<file path="src/rtl/sm_reg_dump_if.sv">
`default_nettype none
// ============================================================================
// Module   : sm_reg_dump_if
// Brief    : Bundle for the register-dump engine: start/busy/done control, the
//            CPU debug read port and the valid/ready byte stream.
// Revision : 1.0 - initial release
// ============================================================================
interface sm_reg_dump_if;
    logic        start;
    logic [4:0]  regAddr;
    logic [31:0] regData;
    logic [7:0]  tx_data;
    logic        tx_valid;
    logic        tx_ready;
    logic        busy;
    logic        done;

    // Dump engine side
    modport master (
        input  start,
        input  regData,
        input  tx_ready,
        output regAddr,
        output tx_data,
        output tx_valid,
        output busy,
        output done
    );

    // CPU debug port / serial transmitter / controller side
    modport slave (
        output start,
        output regData,
        output tx_ready,
        input  regAddr,
        input  tx_data,
        input  tx_valid,
        input  busy,
        input  done
    );
endinterface
`default_nettype wire

</file>
<file path="src/rtl/sm_reg_dump.sv">
`default_nettype none
// ============================================================================
// Module   : sm_reg_dump
// Brief    : Walks debug addresses 0..NREGS-1 and streams each 32-bit value as
//            big-endian bytes, framed by HEADER and a trailing XOR checksum.
// Revision : 1.0 - initial release
// ============================================================================
module sm_reg_dump #(
    parameter int unsigned NREGS  = 32,
    parameter logic [7:0]  HEADER = 8'hA5
) (
    input  wire           clk,
    input  wire           rst,
    sm_reg_dump_if.master bus
);

    typedef enum logic [2:0] {
        S_IDLE = 3'd0,
        S_HDR  = 3'd1,
        S_ADDR = 3'd2,
        S_DATA = 3'd3,
        S_SUM  = 3'd4,
        S_DONE = 3'd5
    } state_t;

    localparam logic [4:0] c_last_addr = 5'(NREGS - 1);

    state_t      state_q,    state_d;
    logic [4:0]  reg_addr_q, reg_addr_d;
    logic [7:0]  tx_data_q,  tx_data_d;
    logic        tx_valid_q, tx_valid_d;
    logic        busy_q,     busy_d;
    logic        done_q,     done_d;
    logic [7:0]  csum_q,     csum_d;
    logic [31:0] shreg_q,    shreg_d;
    logic [1:0]  cnt_q,      cnt_d;
    logic        w_hs;

    assign w_hs = tx_valid_q & bus.tx_ready;

    always_ff @(posedge clk) begin
        if (rst) begin
            state_q    <= S_IDLE;
            reg_addr_q <= 5'd0;
            tx_data_q  <= 8'd0;
            tx_valid_q <= 1'b0;
            busy_q     <= 1'b0;
            done_q     <= 1'b0;
            csum_q     <= 8'd0;
            shreg_q    <= 32'd0;
            cnt_q      <= 2'd0;
        end else begin
            state_q    <= state_d;
            reg_addr_q <= reg_addr_d;
            tx_data_q  <= tx_data_d;
            tx_valid_q <= tx_valid_d;
            busy_q     <= busy_d;
            done_q     <= done_d;
            csum_q     <= csum_d;
            shreg_q    <= shreg_d;
            cnt_q      <= cnt_d;
        end
    end

    // Outputs are registered, so each transition loads the values the next
    // state must present on its first cycle.
    always_comb begin
        state_d    = state_q;
        reg_addr_d = reg_addr_q;
        tx_data_d  = tx_data_q;
        tx_valid_d = tx_valid_q;
        busy_d     = busy_q;
        done_d     = 1'b0;
        csum_d     = csum_q;
        shreg_d    = shreg_q;
        cnt_d      = cnt_q;

        case (state_q)
            S_IDLE: begin
                busy_d = 1'b0;
                if (bus.start) begin
                    state_d    = S_HDR;
                    csum_d     = 8'd0;
                    reg_addr_d = 5'd0;
                    tx_valid_d = 1'b1;
                    tx_data_d  = HEADER;
                    busy_d     = 1'b1;
                end
            end

            S_HDR: begin
                if (w_hs) begin
                    state_d    = S_ADDR;
                    tx_valid_d = 1'b0;
                end
            end

            S_ADDR: begin
                shreg_d    = bus.regData;
                tx_data_d  = bus.regData[31:24];
                tx_valid_d = 1'b1;
                cnt_d      = 2'd0;
                state_d    = S_DATA;
            end

            S_DATA: begin
                if (w_hs) begin
                    csum_d    = csum_q ^ shreg_q[31:24];
                    shreg_d   = {shreg_q[23:0], 8'h00};
                    tx_data_d = shreg_q[23:16];
                    cnt_d     = cnt_q + 2'd1;
                    if (cnt_q == 2'd3) begin
                        if (reg_addr_q == c_last_addr) begin
                            // Checksum byte must already include the byte just accepted
                            state_d   = S_SUM;
                            tx_data_d = csum_q ^ shreg_q[31:24];
                        end else begin
                            state_d    = S_ADDR;
                            reg_addr_d = reg_addr_q + 5'd1;
                            tx_valid_d = 1'b0;
                        end
                    end
                end
            end

            S_SUM: begin
                if (w_hs) begin
                    state_d    = S_DONE;
                    tx_valid_d = 1'b0;
                    done_d     = 1'b1;
                    reg_addr_d = 5'd0;
                end
            end

            S_DONE: begin
                state_d = S_IDLE;
                busy_d  = 1'b0;
            end

            default: begin
                state_d    = S_IDLE;
                tx_valid_d = 1'b0;
                busy_d     = 1'b0;
            end
        endcase
    end

    assign bus.regAddr  = reg_addr_q;
    assign bus.tx_data  = tx_data_q;
    assign bus.tx_valid = tx_valid_q;
    assign bus.busy     = busy_q;
    assign bus.done     = done_q;

endmodule
`default_nettype wire

</file>
<file path="src/flat_wrapper.sv">
// flat-port wrapper written by rule: the top's interface ports become plain ports
module sm_reg_dump_flat 
#(
    parameter int unsigned NREGS  = 32,
    parameter logic [7:0]  HEADER = 8'hA5
)
  (clk, rst, bus_start, bus_regData, bus_tx_ready, bus_regAddr, bus_tx_data, bus_tx_valid, bus_busy, bus_done);
  sm_reg_dump_if bus_i ();
  input  wire clk;
  input  wire rst;
  input wire logic [$bits(bus_i.start)-1:0] bus_start;
  input wire logic [$bits(bus_i.regData)-1:0] bus_regData;
  input wire logic [$bits(bus_i.tx_ready)-1:0] bus_tx_ready;
  output wire logic [$bits(bus_i.regAddr)-1:0] bus_regAddr;
  output wire logic [$bits(bus_i.tx_data)-1:0] bus_tx_data;
  output wire logic [$bits(bus_i.tx_valid)-1:0] bus_tx_valid;
  output wire logic [$bits(bus_i.busy)-1:0] bus_busy;
  output wire logic [$bits(bus_i.done)-1:0] bus_done;
  assign bus_i.start = bus_start;
  assign bus_i.regData = bus_regData;
  assign bus_i.tx_ready = bus_tx_ready;
  assign bus_regAddr = bus_i.regAddr;
  assign bus_tx_data = bus_i.tx_data;
  assign bus_tx_valid = bus_i.tx_valid;
  assign bus_busy = bus_i.busy;
  assign bus_done = bus_i.done;
  sm_reg_dump #(.NREGS(NREGS), .HEADER(HEADER)) u_core (.clk(clk), .rst(rst), .bus(bus_i));
endmodule
</file>
<file path="config.mk">
export PLATFORM = sky130hd
export DESIGN_NAME = sm_reg_dump_flat
export DESIGN_NICKNAME = d
export VERILOG_FILES = /design/src/rtl/sm_reg_dump_if.sv /design/src/rtl/sm_reg_dump.sv /design/src/flat_wrapper.sv
export SDC_FILE = /design/constraint.sdc
export NUM_CORES = 1
export LEC_CHECK = 0
export CORE_UTILIZATION = 53
export CTS_CLUSTER_DIAMETER = 60
export DETAILED_ROUTE_END_ITERATION = 10
export PLACE_DENSITY_LB_ADDON = 0.2
export SKIP_CTS_REPAIR_TIMING = 1
export SLEW_MARGIN = 20
export SYNTH_ARGS = -nofsm -noshare
export SYNTH_HDL_FRONTEND = slang
export SYNTH_SLANG_ARGS = --single-unit
export TNS_END_PERCENT = 100
</file>
<file path="constraint.sdc">
create_clock -name clk -period 2.3 [get_ports clk]
set_input_delay 0.345 -clock clk [delete_from_list [all_inputs] [get_ports clk]]
set_output_delay 0.345 -clock clk [all_outputs]
set_load 0.02 [all_outputs]
</file>
==> results.yml, run 1 <==
synthesis:
  netlist_area_mm2: 0.00298
  synth.avg_cell_area_um2: 8.31
  ys_warn_count: 0
  ys_async_sr_fraction_pct: 0
  synth_cell_types: 43
  synth_nets: 397
  syn_inst: 358
  synth-edff-count: 0
  ys_seq_area_share_pct: 41.0
  synth_flop_cell: "dfxtp_1"
  synth-seq-cells: 61
die:
  die_area_mm2: 0.00592
  initial_utilization_pct: 56.5
  core_mm2: 0.00527
  boundaryPins: 52
  dieWidth_um: 76.9
  fp-row-count: 26
  die_h_um: 76.9
critical_path:
  crit_chain: "nor2_1 > o32a_1 > nor2b_1 > a311oi_1"
  r2r_cells: 4
  critPathTopFamily: "compound AO/OA/AOI/OAI gates"
  crit_arrival_ns: 2.15
  worst-setup-path-type: "reg2reg"
  critPathCaptureType: "flop"
  startpoint_type: "flop"
  critical_path_buf_inv_count: 0
  reg2reg_slack_ns: 0.39
  cp_data_required_time_ns: 2.54
  r2r-end: "u_core.bus.tx_data[5]$_SDFFE_PP0P_"
  r2r-start: "u_core.state_q[1]$_SDFFE_PP0P_"
  path_max_fanout: 17
  crit_path_top_delay_cell: "dfxtp_1"
  max_stage_delay_ns: 0.71
timing:
  clock.fmax_mhz: 524
  hold_viol: 0
  period_minus_slack_ns: 1.91
  skew_ns: 0.00758
  setup-tns-final_ns: 0
  setup_violations: 0
  grt_setup_unrepaired: "no"
  tightest_slew_ns: 0.616
  finalMaxSlewViolations: 0
  period_share_pct: 83.0
  slew_headroom_pct: 58.9
global_routing:
  antenna_found_initial: 0
  grt_first_pass_wirelength_mm: 11.8
  grt_pass1_vias: 2511
  overflow: 0
  grtUsageTotal_pct: 25.7
  grt_max_degree: 34
cts:
  htreeDepth: 3
  cts_sinks: 61
  cts_buffer_depth: 2
  cts_tree: "yes"
  clockRootBuffer: "clkbuf_8"
  path_clk_slew_ns: 0.06
  numCtsBuffers: 9
  insertion_delay_ns: 0.34
min_path:
  holdPathEnd: "u_core.bus.tx_data[3]$_SDFFE_PP0P_"
  min_from: "u_core.bus.tx_data[3]$_SDFFE_PP0P_"
  hold_path.class: "reg2reg"
  hold-path-cell-count: 2
pwr:
  cellPowerDensity_mw_per_mm2: 596
  peakVddDrop_v: 0.000307
  leakage_nw: 1.35
layout:
  areaGrowthSynthToFinish_pct: 23.6
  final_cell_area_mm2: 0.00368
  nets: 442
  antennaDiodeCount: 0
  final_common_cell: "dfxtp_1"
  final_cell_mix: "61 x dfxtp_1, 54 x nor2_1, 50 x clkdlybuf4s50_1"
  fin_cells: 475
  drive_gt1_share_pct: 8.64
flow_run:
  max-cap-violations: 0
placed_design:
  hpwl_mm: 4.86
  place_area_mm2: 0.00352
  gp_congestion: 0.836
  dp.cells: 462
  io_buffers: 51
detailed_routing:
  viasPerCell: 5.69
  dr.pass1.iters: 5
  drtIter0Drc: 282
  post_drt_wl_per_cell_um: 14.8
  vias: 2701
  drc: 0
  wl_mm: 7.01
  ant_nets: 0
run_status:
  run_status: "finished clean"
[logic make-up after synthesis]
logic type / synth area share [%]
muxes: 0.673
DFF: 41.0
AOI/OAI and AO/OA: 26.2
and+or+nand+nor: 20.7
buffers and inverters: 6.52
xor gates and xnor gates: 3.53
adders and majority gates: 1.26
[per-layer routing]
layer | global-route usage [%] | up-vias | part of all wire, %
li1 | - | 1363 | -
met1 | 35.4 | 1236 | 46
met2 | 37.9 | 93 | 45
met3 | 5.83 | 9 | 7.1
met4 | 11.7 | 0 | 1.5
met5 | 0 | - | 0
[report_power, final]
part	total [W]	switching [W]	internal (W)
Clock	0.000784	0.000384	0.000400
Sequential	0.00113	0.0000342	0.00109
Combinational	0.000282	0.000139	0.000143
[worst reg2reg max path, delay by kind of cell, from the launching register on]
kind             cells  cell delay, ns
AO/OA/AOI/OAI        2            0.72
flip-flops           1            0.71
AND/OR/NAND/NOR      2            0.39
[worst max path at each step]
stage	slack, ns	cells past startpoint	start	end
6_report	0.39	4	u_core.state_q[1]$_SDFFE_PP0P_	u_core.bus.tx_data[5]$_SDFFE_PP0P_
5_1_grt	0.24	4	u_core.state_q[1]$_SDFFE_PP0P_	u_core.bus.tx_data[5]$_SDFFE_PP0P_
4_1_cts	0.40	8	u_core.bus.regAddr[0]$_SDFFE_PP0P_	u_core.bus.tx_data[6]$_SDFFE_PP0P_
3_5_place_dp	0.26	5	bus_tx_ready	u_core.bus.tx_data[1]$_SDFFE_PP0P_
3_3_place_gp	0.34	5	bus_tx_ready	u_core.bus.tx_data[5]$_SDFFE_PP0P_
2_1_floorplan	0.37	8	u_core.bus.regAddr[0]$_SDFFE_PP0P_	u_core.bus.tx_data[6]$_SDFFE_PP0P_
[synth_stat cells, types with 6 or more instances]
cell	number	share of area [%]
a22oi_1	11	2.8
clkbuf_1	13	1.6
nor2b_1	7	1.5
nand2_1	38	4.8
a21oi_1	36	6.1
o211ai_1	9	2.3
xnor2_1	12	3.5
nor2_1	54	6.8
buf_4	6	1.5
nand3b_1	8	2.0
buf_2	8	1.3
inv_1	7	0.88
o31ai_1	8	2.0
a311oi_1	9	2.6
a211oi_1	19	4.8
dfxtp_1	61	41
[state kept, by name, summed over array words and instances (netlist names)]
name	count
u_core.bus.tx_valid	1
u_core.bus.busy	1
u_core.shreg_q	32
u_core.bus.done	1
u_core.state_q	3
u_core.bus.tx_data	8
u_core.bus.regAddr	5
u_core.csum_q	8
u_core.cnt_q	2
[through the flow]
stage | util (%) | worst slack (ns) | total power (W) | hold WS (ns)
2_1_floorplan | - | 0.365 | 0.00130 | 0.455
3_3_place_gp | 66.9 | 0.345 | 0.00142 | 0.459
3_5_place_dp | 66.9 | 0.264 | 0.00143 | 0.456
4_1_cts | 69.8 | 0.405 | 0.00220 | 0.465
5_1_grt | 69.8 | 0.238 | 0.00228 | 0.485
6_report | 69.8 | 0.392 | 0.00219 | 0.466
[cell type report]
| type | instances | area (um2) |
|---|---|---|
| Tap cell | 70 | 87.6 |
| Timing Repair Buffer | 64 | 628 |
| Sequential cell | 61 | 1220 |
| Fill cell | 447 | 1590 |
| Clock buffer | 11 | 141 |
| Clock inverter | 2 | 12.5 |
| Multi-Input combinational cell | 260 | 1560 |
| Inverter | 7 | 26.3 |
Power figures use the tool's default switching activity.
==> run 2, diff against run 1 <==
- clock period: 2.3 -> 1.86 ns (I/O delays scaled with it)
==> run 2 against run 1 <==
- first-iteration DRC count decreased by 26%
- power increased by 42%
- via count increased by 3.4%
- clock skew decreased by 0.0020 ns
- critical path depth increased by 3
- non-clock buffer count increased by 9
- critical path type unchanged
- design area increased by 6.0%
- count of clock-buffer cells in the layout increased by 2
- highest routed layer unchanged
- clock power increased by 72%
- wire length increased by 6.5%
- sequential share of layout area decreased by 1.7 points
- global-route usage increased by 1.4 points
==> results.yml, run 2 (synthesized netlist as in run 1, its figures left out) <==
critical_path:
  cp_data_required_time_ns: 2.09
  r2r_cells: 7
  r2r-end: "u_core.bus.regAddr[1]$_SDFFE_PP0P_"
  crit_start: "u_core.bus.regAddr[0]$_SDFFE_PP0P_"
  path_max_fanout: 4
  r2r-start: "u_core.bus.regAddr[0]$_SDFFE_PP0P_"
  worst-setup-path-type: "reg2reg"
  startpoint_type: "flop"
  reg2reg_slack_ns: 0.11
  crit_arrival_ns: 1.98
  critPathCaptureType: "flop"
global_routing:
  overflow: 0
  grt_first_pass_wirelength_mm: 12.6
  grt_max_degree: 35
  grt_pass1_vias: 2617
  antenna_found_initial: 0
  grtUsageTotal_pct: 27.1
pwr:
  leakage_nw: 1.46
  total_power_w: 0.00311
  peakVddDrop_v: 0.000523
  cellPowerDensity_mw_per_mm2: 799
cts:
  cts_buffer_depth: 2
  cts_sinks: 61
  htreeDepth: 3
  cts_tree: "yes"
  numCtsBuffers: 9
  path_clk_slew_ns: 0.06
  clockRootBuffer: "clkbuf_8"
  insertion_delay_ns: 0.34
detailed_routing:
  drc: 0
  drtIter0Drc: 210
  viasPerCell: 5.74
  post_drt_wl_per_cell_um: 15.3
  ant_nets: 0
  vias: 2794
  dr.pass1.iters: 5
  wl_mm: 7.47
die:
  initial_utilization_pct: 56.5
  fp-row-count: 26
  boundaryPins: 52
  core_mm2: 0.00527
  dieWidth_um: 76.9
  die_area_mm2: 0.00592
  die_h_um: 76.9
timing:
  skew_ns: 0.00561
  period_share_pct: 94.2
  hold_viol: 0
  clock.fmax_mhz: 571
  slew_headroom_pct: 57.2
  period_minus_slack_ns: 1.75
  finalMaxSlewViolations: 0
  grt_setup_unrepaired: "no"
  tightest_slew_ns: 0.643
  setup_violations: 0
layout:
  nFillCells: 415
  areaGrowthSynthToFinish_pct: 31.0
  nets: 451
  largest_reg_flops: 32
  final_cell_area_mm2: 0.00390
  final_cell_mix: "57 x dfxtp_1, 54 x nor2_1, 50 x clkdlybuf4s50_1"
  final-seq-area_mm2: 0.00123
  final_common_cell: "dfxtp_1"
  max_flop_register: "u_core.shreg_q"
  drive_gt1_share_pct: 12.9
  multi_input_area_mm2: 0.00159
  antennaDiodeCount: 0
placed_design:
  gp_congestion: 0.856
  place_area_mm2: 0.00364
  io_buffers: 51
  hpwl_mm: 5.06
min_path:
  holdPathEnd: "u_core.bus.busy$_SDFFE_PP0N_"
  hold_path.class: "in2reg"
  min_from: "rst"
  hold-path-cell-count: 2
run_status:
  run_status: "finished clean"
flow_run:
  max-cap-violations: 0
## run 2: cell types whose count changed in the layout (fill, tap and decap cells not counted), moves of 2 or more
cell       change
dfxtp_1        -4
dfxtp_2        +4
buf_12         +4
buf_4          +5
bufinv_16      +2
## run 2: critical path, stage by stage (launching register included)
cell and delay, ns:
dfxtp_2 0.32, ha_1 0.21, and3_1 0.19, ha_2 0.20, nand2b_4 0.17, nor3_4 0.28, mux2i_1 0.23, nor2_1 0.05
## run 2: per-layer routing
layer  routed length [um]  track usage [%]
met5                    0                0
met1                 3420             34.8
met3                  447             8.45
met2                 3530             42.5
met4                   70             9.62
## run 2: final cells by class
| cell class | instances | share of cell area (%) |
|---|---|---|
| multi-input cells | 260 | 40.7 |
| clock inverters | 3 | 1.73 |
| inverters | 7 | 0.674 |
| clock buffers | 13 | 4.08 |
| repair buffers | 73 | 19.1 |
| well taps | 70 | 2.25 |
| flip-flops and latches | 61 | 31.5 |
## run 2: stage by stage
step / util, % / cells / setup TNS, ns / hold slack, ns / worst slack [ns]
6_report: 74.0 / 487 / 0 / 0.448 / 0.108
3_3_place_gp: 69.1 / 471 / 0 / 0.458 / 0.0497
2_1_floorplan: - / 358 / 0 / 0.420 / 0.0238
4_1_cts: 73.4 / 487 / -0.142 / 0.431 / -0.0700
3_5_place_dp: 69.1 / 471 / -0.0643 / 0.461 / -0.0328
5_1_grt: 74.0 / 487 / 0 / 0.453 / 0.0170
## run 2: worst max path at each step
stage | endpoint | slack, ns | cells past startpoint
after floorplan | u_core.bus.tx_data[3]$_SDFFE_PP0P_ | 0.02 | 9
after global placement | u_core.state_q[1]$_SDFFE_PP0P_ | 0.05 | 5
after detailed placement | u_core.bus.tx_data[3]$_SDFFE_PP0P_ | -0.03 | 7
after CTS | u_core.bus.tx_data[3]$_SDFFE_PP0P_ | -0.07 | 6
after global routing | u_core.bus.regAddr[1]$_SDFFE_PP0P_ | 0.02 | 7
final | u_core.bus.regAddr[1]$_SDFFE_PP0P_ | 0.11 | 7
## run 2: power by group
part	switching (W)	leakage, nW	internal, W	total, W
sequential	0.0000426	0.497	0.00135	0.00139
clock	0.000521	0.110	0.000829	0.00135
combinational	0.000180	0.852	0.000191	0.000371
